===== config.mk =====
export PLATFORM = sky130hd
export DESIGN_NAME = serial_word_deserializer
export DESIGN_NICKNAME = d
export VERILOG_FILES = /design/src/rtl/serial_word_deserializer.sv
export SDC_FILE = /design/constraint.sdc
export NUM_CORES = 1
export LEC_CHECK = 0
export CELL_PAD_IN_SITES_DETAIL_PLACEMENT = 0
export CELL_PAD_IN_SITES_GLOBAL_PLACEMENT = 1
export CORE_ASPECT_RATIO = 0.6
export CORE_UTILIZATION = 40
export CTS_CLUSTER_DIAMETER = 80
export DETAILED_ROUTE_END_ITERATION = 10
export GPL_TIMING_DRIVEN = 0
export PLACE_DENSITY = 0.82
export SYNTH_ARGS = -nofsm -noshare
export SYNTH_HDL_FRONTEND = slang
export SYNTH_SLANG_ARGS = --single-unit

===== constraint.sdc =====
create_clock -name clk -period 4.7 [get_ports clk]
set_input_delay 1.41 -clock clk [delete_from_list [all_inputs] [get_ports clk]]
set_output_delay 1.41 -clock clk [all_outputs]
set_load 0.1 [all_outputs]

===== src/rtl/serial_word_deserializer.sv =====
// serial_word_deserializer: collects single bits into a word and holds it on a registered valid/ready port.
// An in_last bit ends the word early, and the positions that were never written stay zero.
module serial_word_deserializer #(
    parameter int DATA_WIDTH = 32,
    parameter bit MSB_FIRST  = 0
) (
    input  logic                              clk,
    input  logic                              resetn,
    input  logic                              in_valid,
    output logic                              in_ready,
    input  logic                              in_bit,
    input  logic                              in_last,
    output logic                              out_valid,
    input  logic                              out_ready,
    output logic [DATA_WIDTH-1:0]             out_data,
    output logic [$clog2(DATA_WIDTH+1)-1:0]   out_len
);
    localparam int CW = $clog2(DATA_WIDTH);
    localparam int LW = $clog2(DATA_WIDTH+1);

    logic [CW-1:0]         cnt;
    logic [CW-1:0]         pos;
    logic [DATA_WIDTH-1:0] asm_word;
    logic [DATA_WIDTH-1:0] merged;
    logic                  end_bit;
    logic                  accept;
    logic                  complete;

    // Only a word-ending bit can collide with a held, unconsumed output.
    assign end_bit  = (cnt == CW'(DATA_WIDTH-1)) || (in_valid && in_last);
    assign in_ready = !(out_valid && !out_ready && end_bit);
    assign accept   = in_valid && in_ready;
    assign complete = accept && end_bit;
    assign pos      = MSB_FIRST ? CW'(DATA_WIDTH-1) - cnt : cnt;

    always_comb begin
        merged      = asm_word;
        merged[pos] = in_bit;
    end

    always_ff @(posedge clk or negedge resetn) begin
        if (!resetn) begin
            cnt       <= '0;
            asm_word  <= '0;
            out_valid <= 1'b0;
            out_data  <= '0;
            out_len   <= '0;
        end else if (complete) begin
            out_data  <= merged;
            out_len   <= LW'(cnt) + LW'(1);
            out_valid <= 1'b1;
            cnt       <= '0;
            asm_word  <= '0;
        end else begin
            if (out_ready)
                out_valid <= 1'b0;
            if (accept) begin
                cnt      <= cnt + CW'(1);
                asm_word <= merged;
            end
        end
    end
endmodule


Word-level counts from Yosys, hierarchy flattened

Index checks and enable logic that the tools add are counted.

Register bits after elaboration: 76
Bits of input ports: 6
Output and inout port bits: 40
Logic and storage cells: 30

$add $sub $neg: 2
Magnitude comparators: 2
Equal/unequal tests: 1
Muxes and demuxes: 9
Reduce and logical (&&, ||, !) cells: 11

Operators with widths:

| cell                                                       | number |
|---|---|
| 2-to-1 mux 32 bit                                          | 2 |
| bitwise mux 32 bit                                         | 1 |
| 2-to-1 mux 5 bit                                           | 2 |
| adder 5 x 1 -> 6 bit, second input constant                | 1 |
| logical AND 1 bit                                          | 6 |
| less-than comparator 5 x 6 -> 1 bit, second input constant | 1 |
| adder 5 x 1 -> 5 bit, second input constant                | 1 |
| demux 1 bit (select 5 bit)                                 | 1 |
| == test 5 bit, second input constant                       | 1 |
| >= comparator 5 x 1 -> 1 bit, second input constant        | 1 |
| nonzero test 2 bit                                         | 2 |
| 2-to-1 mux 1 bit                                           | 3 |
| logical NOT 1 bit                                          | 2 |
| logical OR 1 bit                                           | 1 |

Depth between registers and ports, before layout

Gate-level depths: netlist of run 1.

Depth in word-level cells: 7
Mapped depth: 10
Depth with buffers taken out: 7

Least setup slack after synthesis of run 1

No wires, ideal clock.

Kind: in2out
From: input out_ready
To: output in_ready
Arrival: 2.167 ns
Data required time: 3.290 ns
Setup slack: 1.123 ns
Cell stages on the path: 2
Buffers on the path: 0
Cells stage by stage: nand2b_1 or2_2

Word-level cells in the longest chain between the ends: 4

Ends and longest elaborated chain:

| what                            | RTL line | source |
|---|---|---|
| start: declaration              | 14       | `input logic out_ready,` |
| logical NOT 1 bit               | 31       | `assign in_ready = !(out_valid && !out_ready && end_bit);` |
| logical AND 1 bit (2 in series) | 31       |  |
| logical NOT 1 bit               | 31       |  |
| end: declaration                | 10       | `output logic in_ready,` |

Every way passes these cells.

Final worst setup path of run 1

From: input in_valid
To: output in_ready

Word-level cells in the longest chain between the ends: 4

Ends and longest elaborated chain:

| what               | RTL line | source |
|---|---|---|
| start: declaration | 9        | `input logic in_valid,` |
| logical AND 1 bit  | 30       | `assign end_bit = (cnt == CW'(DATA_WIDTH-1)) \|\| (in_valid && in_last);` |
| logical OR 1 bit   | 30       |  |
| logical AND 1 bit  | 31       |  |
| logical NOT 1 bit  | 31       |  |

Every way passes these cells.

==> results of run 1 <==
-- area by class of cell --
class | instances | area share
Clock buffer | 13 | 0.0553
Tap cell | 112 | 0.0309
Timing Repair Buffer | 45 | 0.103
Multi-Input combinational cell | 245 | 0.332
Inverter | 22 | 0.0182
Sequential cell | 76 | 0.420
Buffer | 31 | 0.0329
Clock inverter | 2 | 0.00774
-- worst max-delay path, cell delays in order --
cell and delay, ns:
clkdlybuf4s50_1 0.51, a21oi_1 0.18, or2_2 0.12, dlygate4sd2_1 0.84
-- flip-flops by register name, summed over array words and instances (netlist names) --
register and count:
asm_word 32, cnt 5, out_valid 1, out_len 6, out_data 32
-- worst max-delay path by stage --
stage	from	endpoint	slack, ns
after detailed placement	out_ready	in_ready	-0.04
after floorplan	out_ready	in_ready	1.12
after global placement	resetn	asm_word[17]	-0.48
after global routing	in_valid	in_ready	0.13
final	in_valid	in_ready	0.23
after CTS	out_ready	in_ready	0.24
-- through the flow --
| stage | total power [mW] | TNS [ns] | setup slack [ns] |
|---|---|---|---|
| after global routing | 1.74 | 0 | 0.129 |
| after global placement | 1.01 | -36.20 | -0.483 |
| final | 1.69 | 0 | 0.228 |
| after detailed placement | 1.01 | -0.0381 | -0.0381 |
| after floorplan | 0.916 | 0 | 1.12 |
| after CTS | 1.69 | 0 | 0.239 |
-- power by group --
group | internal, mW | switching [mW]
Clock | 0.423 | 0.266
Combinational | 0.0750 | 0.233
Sequential | 0.677 | 0.0157
Total | 1.17 | 0.515
-- kinds of logic after synthesis --
kind of cell / after synthesis / share of synthesized area
fa+ha+maj: 5 / 0.0172
flops: 76 / 0.523
mux: 34 / 0.0942
xor+xnor: 2 / 0.00482
simple gates: 91 / 0.118
buf+inv: 53 / 0.0636
compound gates: 113 / 0.180
-- metal layers --
metal | share of wire | global-route usage | routed length, um | vias to the layer above
li1 | - | - | - | 1424
met1 | 0.53 | 0.305 | 4910 | 1453
met2 | 0.40 | 0.322 | 3680 | 78
met3 | 0.056 | 0.0632 | 517 | 14
met4 | 0.013 | 0.0705 | 121 | 0
met5 | 0 | 0 | 0 | -
-- synthesized netlist by cell type, drive strengths merged --
master / n
dfrtp: 76
o21ai: 55
nand2: 44
mux2i: 32
a21oi: 24
inv: 22
buf: 21
o22ai: 20
nand3: 14
clkbuf: 10
a32o: 9
nor2: 8
nand2b: 6
ha: 5
nand4: 4
or2: 4
nor2b: 3
nor3: 3
a22o: 2
mux2: 2
o31ai: 2
and2: 1
and2b: 1
and3: 1
nand3b: 1
o21a: 1
or3b: 1
xnor2: 1
xor2: 1
==> flow_summary.ini, run 1 <==
[layout]
antenna_cells = 0
mostFrequentLayoutCells = dfrtp_1 (76), nand2_1 (44), o21ai_0 (43), clkdlybuf4s50_1 (42), mux2i_1 (32)
multi_input_area_um2 = 1510
final_common_cell = dfrtp_1
area_delta_synth_final_pct = 24.4
finalInstanceArea_um2 = 4530
final_util = 0.523
fill_cells = 794
drive_gt1_frac = 0.0991
finalNonFillerCells = 546
layout.nets = 441
regArea_um2 = 1900

[placed_design]
gp_congestion = 0.854
io_buffers = 44
placed_area_um2 = 4240
place_hpwl_um = 6400
dpl.cell_count = 531

[synthesis]
syn_area_um2 = 3640
synth_area_leaders = dfrtp_1 (52%), mux2i_1 (8.8%), o21ai_0 (5.9%)
synth.avg_cell_area_um2 = 9.73
syn-num-nets = 385
yosys_warnings = 0
synth_seq_area_share = 0.523
synthDistinctLibCells = 33
synth_top_area_cell = dfrtp_1
synth-seq-cells = 76
yosysTopAreaCellShare = 0.523
synthCells = 374

[timing]
clock_skew_ns = 0.00768
finalHoldViolCount = 0
fin_crit_sh = 0.951
maxSlewHeadroom = 0.344
fmax_mhz = 224
finalMaxSlewViolations = 0
min_period_ns = 4.47
rsz0062_at_grt = no
setup_viol_count_final = 0
worstMarginPinSlew_ns = 0.981
hold-worst-slack_ns = 0.477

[worst_setup_path]
cp.arrival_ns = 3.06
cp.required_ns = 3.29
rrSetupSlack_ns = 2.07
worstReg2RegStart = cnt[0]
cp-end-kind = output pin
crit_fanout = 6
rr_worst_depth = 9
rr_endpoint = out_data[27]
start_kind = primary input
path_class = primary input to output pin

[clock_network]
h-tree-depth = 3
clk_pin_slew_ns = 0.06
cts_tree = done
cts_setup_buffers = 0
cts_resized = 1
clock-sinks = 76
clock-root-buffer = clkbuf_16
clk_latency_ns = 0.33
hold_buffers = 0
clk_path_buf_depth = 2
cts_made_buffers = 9

[die]
row_count = 26
io_pins = 46
die_w_um = 125
coreArea_um2 = 8650
dieArea_um2 = 9490
die_y_um = 75.9
start_util = 0.420

[grt]
gr-total-overflow = 0
antenna_found_initial = 0
grt_pass1_wl_um = 15300
grt_max_degree = 66
first_global_vias = 2903
grt_usage = 0.216

[power_and_ir_drop]
power_density_nw_per_um2 = 373
p_leak_nw = 2.03
ir_drop_mv = 0.183

[route]
firstDrtPassIters = 6
finalWirelength_um = 9230
num_vias = 2969
vias_per_cell = 5.44
wl_per_cell_um = 16.9
ant_nets = 0
drc = 0
drt_iter0_drc = 180

[worst_hold_path]
whs_path_depth = 2
hp-class = flop to flop
whs_endpoint = out_data[19]
hold_start = out_data[19]

[outcome]
status = finished, final reports clean

[flow_run]
maxCapViolations = 0
No activity file was read; power rests on OpenSTA's default activity.
==> run 2, diff against run 1 <==
--- a/config.mk
+++ b/config.mk
@@ -12,6 +12,7 @@
 export CTS_CLUSTER_DIAMETER = 80
 export DETAILED_ROUTE_END_ITERATION = 10
 export GPL_TIMING_DRIVEN = 0
+export HOLD_SLACK_MARGIN = 0.15
 export PLACE_DENSITY = 0.82
 export SYNTH_ARGS = -nofsm -noshare
 export SYNTH_HDL_FRONTEND = slang
==> results of run 2 <==
Same layout as run 1: the final DEF is identical, and so are final timing and power.
